**src/rtl/multicycle_sequencer.sv**
```systemverilog
// multicycle_sequencer
//   Multi-cycle control FSM for the 3-bit-opcode datapath. It runs each
//   instruction through fetch/decode/execute/memory/writeback over several
//   cycles. Instruction fetch and data access share one memory port through
//   a req/ready handshake.
// Ports
//   clk, reset        rising-edge clock, synchronous active-high reset
//   opcode[5:0]       IR[31:26], sampled in DECODE
//   mem_ready         memory completes the current access this cycle
//   mem_req, mem_we   memory request (held until ready) and write strobe
//   ir_load, pc_load  IR / PC load strobes; pc_src selects PC+4 or jump target
//   reg_write, reg_dst, mem_to_reg   register file write controls
//   alu_op, alu_src, sign_or_zero    ALU and immediate controls
//   state[3:0]        current state (debug)
//   retire            pulse on the final cycle of each instruction
//   fault             sticky; set on illegal opcode or memory timeout
module multicycle_sequencer #(
  parameter int unsigned MEM_TIMEOUT = 15
) (
  input  logic       clk,
  input  logic       reset,
  input  logic [5:0] opcode,
  input  logic       mem_ready,
  output logic       mem_req,
  output logic       mem_we,
  output logic       ir_load,
  output logic       pc_load,
  output logic [1:0] pc_src,
  output logic       reg_write,
  output logic [1:0] reg_dst,
  output logic [1:0] mem_to_reg,
  output logic [1:0] alu_op,
  output logic       alu_src,
  output logic       sign_or_zero,
  output logic [3:0] state,
  output logic       retire,
  output logic       fault
);

  typedef enum logic [3:0] {
    S_IDLE   = 4'd0,
    S_FETCH  = 4'd1,
    S_DECODE = 4'd2,
    S_EXEC   = 4'd3,
    S_ADDR   = 4'd4,
    S_MEM    = 4'd5,
    S_WB     = 4'd6,
    S_LWB    = 4'd7,
    S_JUMP   = 4'd8,
    S_FAULT  = 4'd9
  } state_t;

  localparam logic [2:0] OP_R    = 3'b000;
  localparam logic [2:0] OP_SLI  = 3'b001;
  localparam logic [2:0] OP_J    = 3'b010;
  localparam logic [2:0] OP_JAL  = 3'b011;
  localparam logic [2:0] OP_LW   = 3'b100;
  localparam logic [2:0] OP_SW   = 3'b101;
  localparam logic [2:0] OP_ADDI = 3'b110;

  // Last wait cycle allowed before the access is declared dead.
  localparam logic [7:0] WAIT_LAST = 8'(MEM_TIMEOUT - 1);

  state_t     state_q, state_d;
  logic [2:0] op_q;
  logic [7:0] wait_cnt;
  logic       fault_q;
  logic       mem_wait;
  logic       timed_out;

  assign mem_wait  = (state_q == S_FETCH) || (state_q == S_MEM);
  assign timed_out = mem_wait && !mem_ready && (wait_cnt == WAIT_LAST);

  always_ff @(posedge clk) begin
    if (reset) begin
      state_q  <= S_IDLE;
      op_q     <= '0;
      wait_cnt <= '0;
      fault_q  <= 1'b0;
    end else begin
      state_q <= state_d;
      if (state_q == S_DECODE) op_q <= opcode[2:0];
      // Every non-wait state clears the counter, so entry to FETCH/MEM sees 0.
      if (mem_wait && !mem_ready) wait_cnt <= wait_cnt + 8'd1;
      else                        wait_cnt <= '0;
      if (state_d == S_FAULT) fault_q <= 1'b1;
    end
  end

  always_comb begin
    state_d      = state_q;
    mem_req      = 1'b0;
    mem_we       = 1'b0;
    ir_load      = 1'b0;
    pc_load      = 1'b0;
    pc_src       = 2'b00;
    reg_write    = 1'b0;
    reg_dst      = 2'b00;
    mem_to_reg   = 2'b00;
    alu_op       = 2'b00;
    alu_src      = 1'b0;
    sign_or_zero = 1'b1;
    retire       = 1'b0;

    unique case (state_q)
      S_IDLE: state_d = S_FETCH;

      S_FETCH: begin
        mem_req = 1'b1;
        if (mem_ready) begin
          ir_load = 1'b1;
          pc_load = 1'b1;
          state_d = S_DECODE;
        end else if (timed_out) begin
          state_d = S_FAULT;
        end
      end

      S_DECODE: begin
        if (opcode[5:3] != 3'b000) begin
          state_d = S_FAULT;
        end else begin
          unique case (opcode[2:0])
            OP_R, OP_SLI, OP_ADDI: state_d = S_EXEC;
            OP_LW, OP_SW:          state_d = S_ADDR;
            OP_J, OP_JAL:          state_d = S_JUMP;
            default:               state_d = S_FAULT;
          endcase
        end
      end

      // WB keeps the EXEC ALU controls so the result stays stable while written.
      S_EXEC, S_WB: begin
        unique case (op_q)
          OP_R: begin
            alu_op  = 2'b00;
            alu_src = 1'b0;
          end
          OP_SLI: begin
            alu_op       = 2'b10;
            alu_src      = 1'b1;
            sign_or_zero = 1'b0;
          end
          default: begin
            alu_op  = 2'b11;
            alu_src = 1'b1;
          end
        endcase
        if (state_q == S_WB) begin
          reg_write = 1'b1;
          reg_dst   = (op_q == OP_R) ? 2'b01 : 2'b00;
          retire    = 1'b1;
          state_d   = S_FETCH;
        end else begin
          state_d = S_WB;
        end
      end

      S_ADDR: begin
        alu_op  = 2'b11;
        alu_src = 1'b1;
        state_d = S_MEM;
      end

      S_MEM: begin
        alu_op  = 2'b11;
        alu_src = 1'b1;
        mem_req = 1'b1;
        mem_we  = (op_q == OP_SW);
        if (mem_ready) begin
          if (op_q == OP_SW) begin
            retire  = 1'b1;
            state_d = S_FETCH;
          end else begin
            state_d = S_LWB;
          end
        end else if (timed_out) begin
          state_d = S_FAULT;
        end
      end

      S_LWB: begin
        reg_write  = 1'b1;
        reg_dst    = 2'b00;
        mem_to_reg = 2'b01;
        retire     = 1'b1;
        state_d    = S_FETCH;
      end

      S_JUMP: begin
        pc_load = 1'b1;
        pc_src  = 2'b01;
        retire  = 1'b1;
        if (op_q == OP_JAL) begin
          reg_write  = 1'b1;
          reg_dst    = 2'b10;
          mem_to_reg = 2'b10;
        end
        state_d = S_FETCH;
      end

      S_FAULT: state_d = S_FAULT;

      default: state_d = S_IDLE;
    endcase
  end

  assign state = state_q;
  assign fault = fault_q;

endmodule

```
**config.mk**
```make
export PLATFORM = sky130hd
export DESIGN_NAME = multicycle_sequencer
export DESIGN_NICKNAME = d
export VERILOG_FILES = /design/src/rtl/multicycle_sequencer.sv
export SDC_FILE = /design/constraint.sdc
export NUM_CORES = 1
export LEC_CHECK = 0
export BUFFER_PORTS_ARGS = -buffer_cell sky130_fd_sc_hd__buf_2
export CAP_MARGIN = 40
export CORE_UTILIZATION = 50
export DETAILED_ROUTE_END_ITERATION = 6
export GPL_ROUTABILITY_DRIVEN = 0
export PLACE_DENSITY = 0.75
export SKIP_LAST_GASP = 1
export SLEW_MARGIN = 10
export SYNTH_ARGS = -nofsm -noshare
export SYNTH_HDL_FRONTEND = slang
export SYNTH_SLANG_ARGS = --single-unit
```
**constraint.sdc**
```tcl
create_clock -name clk -period 2.1 [get_ports clk]
set_clock_uncertainty 0.05 [all_clocks]
set_input_delay 0.315 -clock clk [delete_from_list [all_inputs] [get_ports clk]]
set_output_delay 0.315 -clock clk [all_outputs]
set_load 0.05 [all_outputs]
```
==> results of run 1 <==
==> registers in the layout, summed over array words and instances (netlist names) <==
signal    count
op_q          3
state         4
fault         1
wait_cnt      8
==> worst max-delay path by stage <==
stage	depth (start not counted)	from	endpoint	slack, ps
floorplan	5	state[1]$_SDFF_PP0_	pc_load	10
CTS	5	state[2]$_SDFF_PP0_	pc_load	20
finish	5	state[3]$_SDFF_PP0_	pc_load	80
detailed placement	4	op_q[2]$_SDFFE_PP0P_	retire	300
global route	5	state[3]$_SDFF_PP0_	pc_load	30
global placement	4	op_q[2]$_SDFFE_PP0P_	retire	310
==> placed cells by master, fill, tap and decap left out, types with 2 or more instances in the layout <==
master,netlist,layout
sky130_fd_sc_hd__dfxtp_4,0,3
sky130_fd_sc_hd__ha_1,2,2
sky130_fd_sc_hd__nand2_1,10,10
sky130_fd_sc_hd__and3_1,3,3
sky130_fd_sc_hd__a21oi_1,6,3
sky130_fd_sc_hd__clkbuf_4,0,4
sky130_fd_sc_hd__inv_1,5,4
sky130_fd_sc_hd__o21ai_0,5,4
sky130_fd_sc_hd__buf_2,0,27
sky130_fd_sc_hd__nand4_1,5,5
sky130_fd_sc_hd__mux2i_1,3,3
sky130_fd_sc_hd__nor3_4,0,2
sky130_fd_sc_hd__dfxtp_1,16,11
sky130_fd_sc_hd__dfxtp_2,0,2
sky130_fd_sc_hd__nor2_1,15,15
sky130_fd_sc_hd__a21oi_2,0,3
sky130_fd_sc_hd__nor2b_1,5,4
sky130_fd_sc_hd__nand2b_1,2,2
sky130_fd_sc_hd__xor2_1,7,7
==> cells by family after synthesis <==
kind of cell / Yosys count / synth area share (%)
adders and majority gates: 2 / 2.55
DFF: 16 / 32.6
AOI/OAI and AO/OA: 20 / 14.4
muxes: 3 / 3.06
other: 1 / 0.382
and+or+nand+nor: 59 / 34.5
xor gates and xnor gates: 8 / 7.13
buffers and inverters: 11 / 5.35
==> critical path, stage by stage, from the launching register on <==
cell,delay (ps)
sky130_fd_sc_hd__dfxtp_2,540
sky130_fd_sc_hd__nor2b_2,110
sky130_fd_sc_hd__nor2b_4,150
sky130_fd_sc_hd__and2_4,150
sky130_fd_sc_hd__or2_4,210
sky130_fd_sc_hd__buf_2,210
==> layout make-up <==
type	count	area, um^2
Sequential cell	16	334
Fill cell	154	524
Tap cell	25	31.3
Multi-Input combinational cell	93	692
Clock buffer	4	36.3
Timing Repair Buffer	28	143
Inverter	5	22.5
==> stage by stage <==
stage               power [mW]  instance area, um^2  std cells  util, %  setup slack, ps
global placement         0.500                 1210        167     67.6              314
floorplan                0.471                 1070        120        -             10.8
global route             0.727                 1260        171     70.6             27.3
detailed placement       0.502                 1210        167     67.6              297
finish                   0.695                 1260        171     70.6             84.7
CTS                      0.696                 1240        171     69.8             17.4
==> report_power, final <==
part	switching [mW]	internal [mW]
registers	0.0227	0.312
clock network	0.0943	0.106
logic	0.109	0.0516
total	0.226	0.469
==> layer usage <==
| metal | track usage, % | up-vias | wire length [um] |
|---|---|---|---|
| met3 | 4.31 | 7 | 67 |
| met4 | 11.8 | 0 | 52 |
| met1 | 26.4 | 400 | 886 |
| met5 | 0 | - | 0 |
| li1 | - | 478 | - |
| met2 | 38.6 | 20 | 986 |
==> what timing repair did <==
action,in CTS,in global routing
pin swaps,0,0
setup endpoints to repair,1,7
resized for setup,1,5
==> results.md, run 1 <==
| Group | Result | This run |
|:---|:---|:---|
| job | Max-capacitance violation count | 0 |
| logic synthesis | Net count after synthesis | 131 |
| logic synthesis | #FFs+latches synth | 16 |
| logic synthesis | Fraction of the yosys area taken by sequential cells | 32.6% |
| logic synthesis | Number of flops mapped to enable cells by yosys | 0 |
| floorplan | Die Footprint | 2150 um^2 |
| cts | Number of buffers on the longest clock path | 2 |
| worst setup path | Worst-path fanout max | 13 |
| worst setup path | Reg-to-reg startpoint | wait_cnt[0]$_SDFF_PP0_ |
| worst setup path | Sort of element at the start of the critical path | flop |
| drt | DRC violations left | 0 |
| logic synthesis | Leading post-synthesis cells by instance count | sky130_fd_sc_hd__dfxtp_1, sky130_fd_sc_hd__nor2_1, sky130_fd_sc_hd__nand2_1 |
| logic synthesis | Most instantiated flip-flop cell in the synthesis netlist | sky130_fd_sc_hd__dfxtp_1 |
| floorplan | # IOs | 30 |
| hold path | Min-delay worst type | in -> reg |
| timing | Period utilisation layout | 96.0% |
| timing | Highest Clock Rate | 0.496 GHz |
| cts | Clock latency reported for the late side of the worst-skew pair | 290 ps |
| drt | Vias/cell | 5.29 |
| timing | Final max-slew violation count | 0 |
| power and ir drop | Leak pwr | 0.501 nW |
| hold path | Worst hold endpoint | op_q[2]$_SDFFE_PP0P_ |
| cts | TritonCTS Buffers | 3 |
| floorplan | Core Box Area | 1780 um^2 |
| cts | Setup repair bufs after CTS | 0 |
| drt | Number of vias after detailed routing | 905 |
| cts | H-tree depth | 1 |
| cells and area | Antenna cell count | 0 |
| hold path | Beginning of the worst hold path | reset |
| logic synthesis | Post-synthesis async set-or-reset flop share | 0% |
| cells and area | Area Overhead vs Synth | 28.2% |
| timing | Post-route setup TNS | 0 ps |
| drt | Final routed wire length divided by cell count | 11.6 um |
| cts | TritonCTS clock tree | built |
| logic synthesis | Warning count from the yosys run | 0 |
| hold path | Worst Hold Path Cells | 2 |
| logic synthesis | Post-synthesis average cell area | 8.18 um^2 |
| floorplan | Initial Utilization | 55.1% |
| timing | Final hold vios | 0 |
| grt | Vias in the first global route | 811 |
| logic synthesis | Dominant cell by count in the synthesized netlist | sky130_fd_sc_hd__dfxtp_1 |
| timing | Setup-failing EPs final | 0 |
| logic synthesis | Leading cell types by total area after synthesis | sky130_fd_sc_hd__dfxtp_1, sky130_fd_sc_hd__xor2_1, sky130_fd_sc_hd__nor2_1, sky130_fd_sc_hd__nand2_1, sky130_fd_sc_hd__nand4_1 |
| cts | Root buffer cell | sky130_fd_sc_hd__clkbuf_4 |
| logic synthesis | Post-Syn Area | 982 um^2 |
| floorplan | Die height | 46.3 um |
| logic synthesis | Number of instances in the synthesized netlist | 120 |
| floorplan | Cell row count | 15 |
| worst setup path | Signal arrival time at the worst endpoint | 1650 ps |
| power and ir drop | VDD IR-drop max | 0.508 mV |
| place | Number of buffers inserted by port buffering | 28 |
| outcome | Run status | completed |
| floorplan | Die X-Extent | 46.3 um |
| drt | Post-Route WL | 1.99 mm |
| place | HPWL after DPL | 1.60 mm |
| timing | Min Tclk post-route | 2020 ps |
| power and ir drop | Total power divided by cell area | 553 nW/um^2 |
| grt | Initial antenna violation count | 0 |
| worst setup path | Count of cells along the worst register-to-register path | 6 |
| cts | Clock net sink count | 16 |
| cts | Cts-stage hold buffer count | 0 |
| worst setup path | Worst setup path category | reg -> out |
| logic synthesis | Share of the synthesized area in the top cell type | 32.6% |
| logic synthesis | Number of distinct standard cells referenced by the synthesized netlist | 39 |
| grt | Maximum number of pins on one net before global-route repair | 17 |
| grt | Total GRT Usage | 22.6% |
| drt | Detailed Route Iter0 Violations | 7 |
| worst setup path | Capture point of the worst reg-to-reg path | state[2]$_SDFF_PP0_ |
| drt | Drt first pass iters | 4 |
| worst setup path | Critical Path Sink Type | primary output |
| worst setup path | Reg-to-reg slack, setup | 320 ps |
| cts | Clock-pin slew on the worst setup and hold paths | 90 ps |
| drt | Post-DRT Antenna Nets | 0 |
| timing | Setup repair after global routing missed its margin | false |
| cells and area | Layout cell share with drive strength beyond 1 | 39.0% |
| grt | Sum of overflow across all layers after global routing | 0 |
| cells and area | Total Nets Final | 158 |
| worst setup path | Required arrival time at the worst endpoint | 1740 ps |
| logic synthesis | Yosys top cell by area | sky130_fd_sc_hd__dfxtp_1 |
| timing | WHS | 224 ps |
| grt | Global-route wire length before repair | 3.44 mm |
Note: power is estimated with default switching activity, not from simulation.
==> inputs of run 2 (changes only) <==
CORE_ASPECT_RATIO = 1.1   (was not set)
==> run 2 against run 1 <==
The run now ends with DRC left. Total power shrank 1.1%. Sequential share of layout area grew 0.16 points. Non-clock buffer count did not move. Setup slack improved by 17 ps. Hold slack better by 7.0 ps. Global-route usage rose by 0.24 points. Count of clock-buffer cells in the layout is the same. Clock power shrank 3%. Critical path type unchanged. Largest cell class unchanged.
==> results.md, run 2 (same netlist as run 1, synthesis figures left out) <==
| Group | Result | This run | Change |
|:---|:---|:---|:---|
| outcome | Run status | finished, violations left | was completed |
| outcome | Violated checks | DRC |  |
| drt | DRC violations left | 1 | was 0 |
| drt | Vias/cell | 5.34 | was 5.29 |
| cells and area | End-of-flow core utilization | 68.7% | was 70.6% |
| floorplan | Die X-Extent | 44.3 um | was 46.3 um |
| cts | Number of buffers on the longest clock path | 2 | unchanged |
| worst setup path | Worst path top cell family by delay | simple AND/OR/NAND/NOR gates | unchanged |
| drt | Number of vias after detailed routing | 924 | was 905 |
| drt | Drt first pass iters | 7 | was 4 |
| timing | Highest Clock Rate | 0.500 GHz | was 0.496 GHz |
| power and ir drop | Total power divided by cell area | 550 nW/um^2 | was 553 nW/um^2 |
| place | Cell Count Post-Placement | 169 | was 167 |
| drt | Post-Route WL | 2.06 mm | was 1.99 mm |
| worst setup path | Worst setup path category | reg -> out | unchanged |
| timing | Final hold vios | 0 | unchanged |
| hold path | Worst Hold Path Cells | 2 | unchanged |
| cells and area | Area Overhead vs Synth | 27.4% | was 28.2% |
| cts | TritonCTS clock tree | built | unchanged |
| worst setup path | Required arrival time at the worst endpoint | 1740 ps | about the same |
| worst setup path | Slowest-stage cell, CP | sky130_fd_sc_hd__dfxtp_4 | was sky130_fd_sc_hd__dfxtp_2 |
| job | Max-capacitance violation count | 0 | unchanged |
| worst setup path | Worst-path cell chain | inv_1, nand3_2, clkinvlp_4, or2_4, buf_2 | was nor2b_2, nor2b_4, and2_4, or2_4, buf_2 |
| drt | Metal3 WL | 75 um | was 67 um |
| timing | Slew margin rel. | 64.2% |  |
| drt | Total length of routed met2 wires | 1.15 mm | was 986 um |
| worst setup path | Worst-path fanout max | 16 | was 13 |
| timing | Setup-failing EPs final | 0 | unchanged |
| cells and area | Total Nets Final | 158 | unchanged |
| cells and area | Most common library cell in the layout ignoring fill and taps | sky130_fd_sc_hd__buf_2 | unchanged |
| drt | Detailed Route Iter0 Violations | 14 | was 7 |
| cells and area | Antenna cell count | 0 | unchanged |
| floorplan | # IOs | 30 | unchanged |
| worst setup path | Cell count along the critical path | 5 | unchanged |
| cts | Clock net sink count | 16 | unchanged |
| grt | Initial antenna violation count | 0 | unchanged |
| worst setup path | Slowest Stage Delay on Critical Path | 440 ps | was 540 ps |
| cts | H-tree depth | 1 | unchanged |
| hold path | Min-delay worst type | in -> reg | unchanged |
| worst setup path | Reg-to-reg slack, setup | 300 ps | was 320 ps |
| worst setup path | Critical Path Sink Type | primary output | unchanged |
| cts | Clock-pin slew on the worst setup and hold paths | 90 ps | about the same |
| cts | Root buffer cell | sky130_fd_sc_hd__clkbuf_4 | unchanged |
| power and ir drop | Leak pwr | 0.502 nW | was 0.501 nW |
| place | Number of buffers inserted by port buffering | 28 | unchanged |
| grt | Vias in the first global route | 909 | was 811 |
| timing | Min Tclk post-route | 2000 ps | was 2020 ps |
| grt | Maximum number of pins on one net before global-route repair | 17 | unchanged |
| cells and area | Layout cell share with drive strength beyond 1 | 39.0% | unchanged |
| worst setup path | Critical path buffers and inverters | 3 | was 1 |
| timing | Setup repair after global routing missed its margin | true | was false |
| cts | Setup repair bufs after CTS | 0 | unchanged |
| timing | Least-Margin Pin Slew | 534 ps |  |
| grt | Sum of overflow across all layers after global routing | 0 | unchanged |
| cells and area | Final cell count without fillers | 173 | was 171 |
| worst setup path | Signal arrival time at the worst endpoint | 1630 ps | was 1650 ps |
| power and ir drop | VDD IR-drop max | 0.503 mV | was 0.508 mV |
| floorplan | Cell row count | 16 | was 15 |
| grt | Global-route wire length before repair | 3.77 mm | was 3.44 mm |
| timing | Final max-slew violation count | 0 | unchanged |
| cts | Cts-stage hold buffer count | 0 | unchanged |
| drt | Met1 Routed Length | 801 um | was 886 um |
| power and ir drop | Overall power | 0.688 mW | was 0.695 mW |
| floorplan | Initial Utilization | 53.9% | was 55.1% |
| grt | Total GRT Usage | 22.9% | was 22.6% |
| worst setup path | Count of cells along the worst register-to-register path | 6 | unchanged |
| place | HPWL after DPL | 1.67 mm | was 1.60 mm |
| floorplan | Die height | 48.5 um | was 46.3 um |
| drt | Top layer in use | met4 | unchanged |
| timing | Period utilisation layout | 95.2% | was 96.0% |
| drt | Final routed wire length divided by cell count | 11.9 um | was 11.6 um |
| cts | Clock latency reported for the late side of the worst-skew pair | 280 ps | was 290 ps |
| drt | Post-DRT Antenna Nets | 0 | unchanged |
| cells and area | Max reg flops | 8 | unchanged |
| cts | TritonCTS Buffers | 3 | unchanged |
| cells and area | Register with the most flip-flops | wait_cnt | unchanged |
| floorplan | Die Footprint | 2150 um^2 | about the same |
| worst setup path | Sort of element at the start of the critical path | flop | unchanged |
| floorplan | Core Box Area | 1820 um^2 | was 1780 um^2 |
| cells and area | Most frequent cells in the layout | sky130_fd_sc_hd__buf_2, sky130_fd_sc_hd__nor2_1, sky130_fd_sc_hd__dfxtp_1 | unchanged |
## run 2: metrics by stage
step                      TNS, ps  hold WS [ps]  worst slack [ps]  instance area [um^2]
final                           0           231               101                  1250
after global routing        -40.4           221             -29.2                  1250
after CTS                       0           230             0.629                  1240
after detailed placement        0           416               296                  1210
after global placement          0           400               322                  1210
after floorplan                 0           337              10.8                  1070
## run 2: per-layer routing
layer	up-vias	GRT usage (%)
met2	22	41.9
li1	470	-
met1	425	25.0
met3	7	4.10
met5	-	0
met4	0	8.59
## run 2: area by class of cell
type,instances,area (um^2)
inverters,5,22.5
repair buffers,28,140
flip-flops and latches,16,334
multi-input cells,93,684
clock buffers,4,36.3
fillers,170,571
well taps,27,33.8
## run 2: worst reg2reg max path, cell delays in order, from the launching register on
cell and delay [ps]:
sky130_fd_sc_hd__dfxtp_1 350, sky130_fd_sc_hd__inv_1 70, sky130_fd_sc_hd__ha_1 120, sky130_fd_sc_hd__or4b_1 490, sky130_fd_sc_hd__or4_1 430, sky130_fd_sc_hd__nand4_1 110
sky130_fd_sc_hd__a21oi_1 60
## run 2: timing repair
action / in CTS / in global routing
endpoints found under the hold margin: 0 / 0
resized for setup: 0 / 4
setup endpoints to repair: 0 / 6
## run 2: final timing paths
check / from / endpoint
worst min register to register: fault$_SDFFE_PP0N_ / fault$_SDFFE_PP0N_
worst max register to register: wait_cnt[0]$_SDFF_PP0_ / state[2]$_SDFF_PP0_
worst max-delay path: state[2]$_SDFF_PP0_ / pc_load
worst min-delay path: reset / op_q[2]$_SDFFE_PP0P_
## run 2: power by group
part / internal, mW / switching, mW
Sequential: 0.312 / 0.0221
Combinational: 0.0510 / 0.109
Clock: 0.105 / 0.0885
==> inputs of run 3 (changes only) <==
CORE_MARGIN = 2   (was not set)
==> run 3 against run 2 <==
The flow now finishes without violations. Hold slack got worse by 12 ps. Routed wire length increased by 2.4%. Non-clock buffer count unchanged. Count of clock-buffer cells in the layout unchanged. Flip-flop and latch count unchanged. Critical path type unchanged. Critical endpoint unchanged.
==> results.md, run 3 (same netlist as run 1, synthesis figures left out) <==
| Group | Result | This run | Change |
|:---|:---|:---|:---|
| outcome | Run status | completed | was finished, violations left |
| cts | H-tree depth | 1 | unchanged |
| timing | Final max-slew violation count | 0 | unchanged |
| cells and area | Antenna cell count | 0 | unchanged |
| cts | Clock net sink count | 16 | unchanged |
| cells and area | Most common library cell in the layout ignoring fill and taps | sky130_fd_sc_hd__buf_2 | unchanged |
| cts | TritonCTS Buffers | 3 | unchanged |
| worst setup path | Worst-path cell chain | nor2b_2, nor2b_4, and2_4, or2_4, buf_2 | was inv_1, nand3_2, clkinvlp_4, or2_4, buf_2 |
| hold path | Min-delay worst type | in -> reg | unchanged |
| cts | TritonCTS clock tree | built | unchanged |
| worst setup path | Slowest-stage cell, CP | sky130_fd_sc_hd__dfxtp_4 | unchanged |
| timing | Min Tclk post-route | 1990 ps | was 2000 ps |
| place | Post-placement worst setup slack | 301 ps | was 296 ps |
| drt | Post-Route WL | 2.11 mm | was 2.06 mm |
| drt | Vias/cell | 5.39 | was 5.34 |
| job | Max-capacitance violation count | 0 | unchanged |
| floorplan | # IOs | 30 | unchanged |
| floorplan | Initial Utilization | 53.9% | unchanged |
| drt | Detailed Route Iter0 Violations | 8 | was 14 |
| cells and area | Register with the most flip-flops | wait_cnt | unchanged |
| worst setup path | Worst-path fanout max | 11 | was 16 |
| power and ir drop | Leak pwr | 0.502 nW | about the same |
| timing | Highest Clock Rate | 0.503 GHz | was 0.500 GHz |
| timing | Final WS setup | 113 ps | was 101 ps |
| cells and area | Area Overhead vs Synth | 28.2% | was 27.4% |
| grt | Sum of overflow across all layers after global routing | 0 | unchanged |
| timing | Post-route setup TNS | 0 ps | unchanged |
| timing | Slew margin rel. | 64.3% | was 64.2% |
| timing | Final hold vios | 0 | unchanged |
| power and ir drop | VDD IR-drop max | 0.504 mV | was 0.503 mV |
| timing | Least-Margin Pin Slew | 534 ps | about the same |
| grt | Vias in the first global route | 816 | was 909 |
| floorplan | Die X-Extent | 46.3 um | was 44.3 um |
| drt | Post-DRT Antenna Nets | 0 | unchanged |
| worst setup path | Capture point of the worst reg-to-reg path | state[2]$_SDFF_PP0_ | unchanged |
| floorplan | Die Footprint | 2340 um^2 | was 2150 um^2 |
| worst setup path | Required arrival time at the worst endpoint | 1740 ps | about the same |
| worst setup path | Reg-to-reg slack, setup | 320 ps | was 300 ps |
| floorplan | Core Box Area | 1820 um^2 | unchanged |
| cts | Clock latency reported for the late side of the worst-skew pair | 290 ps | was 280 ps |
| worst setup path | Critical Path Sink Type | primary output | unchanged |
| hold path | Worst hold endpoint | op_q[2]$_SDFFE_PP0P_ | unchanged |
| worst setup path | Count of cells along the worst register-to-register path | 6 | unchanged |
| cts | Setup repair bufs after CTS | 0 | unchanged |
| worst setup path | Signal arrival time at the worst endpoint | 1620 ps | was 1630 ps |
| worst setup path | Reg-to-reg startpoint | wait_cnt[0]$_SDFF_PP0_ | unchanged |
| place | HPWL after DPL | 1.69 mm | was 1.67 mm |
| cells and area | Total Nets Final | 158 | unchanged |
| drt | Final routed wire length divided by cell count | 12.2 um | was 11.9 um |
| grt | Global-route wire length before repair | 3.54 mm | was 3.77 mm |
| power and ir drop | Total power divided by cell area | 553 nW/um^2 | was 550 nW/um^2 |
| drt | Drt first pass iters | 4 | was 7 |
| cts | Root buffer cell | sky130_fd_sc_hd__clkbuf_4 | unchanged |
| grt | Total GRT Usage | 20.7% | was 22.9% |
| worst setup path | Worst setup path category | reg -> out | unchanged |
| cells and area | Filler cell count | 169 | was 170 |
| drt | Number of vias after detailed routing | 933 | was 924 |
| floorplan | Die height | 50.5 um | was 48.5 um |
| place | Number of buffers inserted by port buffering | 28 | unchanged |
| timing | Setup-failing EPs final | 0 | unchanged |
| timing | Period utilisation layout | 94.6% | was 95.2% |
| cells and area | Max reg flops | 8 | unchanged |
| worst setup path | Slowest Stage Delay on Critical Path | 420 ps | was 440 ps |
| cts | Number of buffers on the longest clock path | 2 | unchanged |
| cells and area | Area used by sequential logic in the layout | 334 um^2 | unchanged |
| grt | Initial antenna violation count | 0 | unchanged |
| hold path | Beginning of the worst hold path | reset | unchanged |
| drt | DRC violations left | 0 | was 1 |
| cells and area | Most frequent cells in the layout | sky130_fd_sc_hd__buf_2, sky130_fd_sc_hd__nor2_1, sky130_fd_sc_hd__dfxtp_1 | unchanged |
| cells and area | Area of the multi-input gates | 692 um^2 | was 684 um^2 |
| worst setup path | Sort of element at the start of the critical path | flop | unchanged |
| grt | Maximum number of pins on one net before global-route repair | 17 | unchanged |
| cells and area | Layout cell share with drive strength beyond 1 | 39.0% | unchanged |
| cts | Clock-pin slew on the worst setup and hold paths | 90 ps | about the same |
| timing | Setup repair after global routing missed its margin | false | was true |
| hold path | Worst Hold Path Cells | 2 | unchanged |
| floorplan | Cell row count | 16 | unchanged |
run 3: worst max path at each step:
stage / start / endpoint / slack [ps]
after floorplan: state[1]$_SDFF_PP0_ / pc_load / 10
after global placement: op_q[2]$_SDFFE_PP0P_ / retire / 320
after detailed placement: op_q[2]$_SDFFE_PP0P_ / retire / 300
after CTS: state[2]$_SDFF_PP0_ / alu_op[0] / 60
after global routing: state[2]$_SDFF_PP0_ / alu_op[0] / 3
final: state[0]$_SDFF_PP0_ / pc_load / 110
run 3: report_power, final:
part           leakage (nW)  total, mW  switching, mW  internal (mW)
Combinational         0.348      0.162          0.110         0.0512
Sequential            0.133      0.333         0.0220          0.312
Clock                0.0210      0.201         0.0953          0.106
run 3: critical path, delay by kind of cell, from the launching register on:
family | cells | cell delay (ps)
buffers and inverters | 1 | 240
flip-flops | 1 | 420
AND/OR/NAND/NOR | 4 | 660
run 3: metal layers:
metal / vias up / global-route usage (%) / wire, um
li1: 475 / - / -
met1: 428 / 22.7 / 835
met2: 26 / 36.8 / 1170
met3: 4 / 3.24 / 67
met4: 0 / 10.0 / 44
met5: - / 0 / 0
run 3: cell type report:
type                    count  share of cell area [%]
clock buffers               4                    2.88
inverters                   5                    1.79
multi-input cells          93                    55.0
flip-flops and latches     16                    26.5
well taps                  27                    2.68
repair buffers             28                    11.1
run 3: per-stage QoR:
| step | total power [mW] | area [um^2] | hold slack, ps | util, % | instances |
|---|---|---|---|---|---|
| after floorplan | 0.471 | 1070 | 337 | - | 120 |
| after global placement | 0.500 | 1210 | 401 | 66.3 | 169 |
| after detailed placement | 0.502 | 1210 | 414 | 66.3 | 169 |
| after CTS | 0.704 | 1250 | 222 | 68.8 | 173 |
| after global routing | 0.730 | 1260 | 219 | 69.1 | 173 |
| final | 0.696 | 1260 | 219 | 69.1 | 173 |
run 3: what timing repair did:
item / 4_1_cts / 5_1_grt
hold buffers: 0 / 0
setup endpoints to repair: 2 / 4
gates resized for setup: 2 / 2
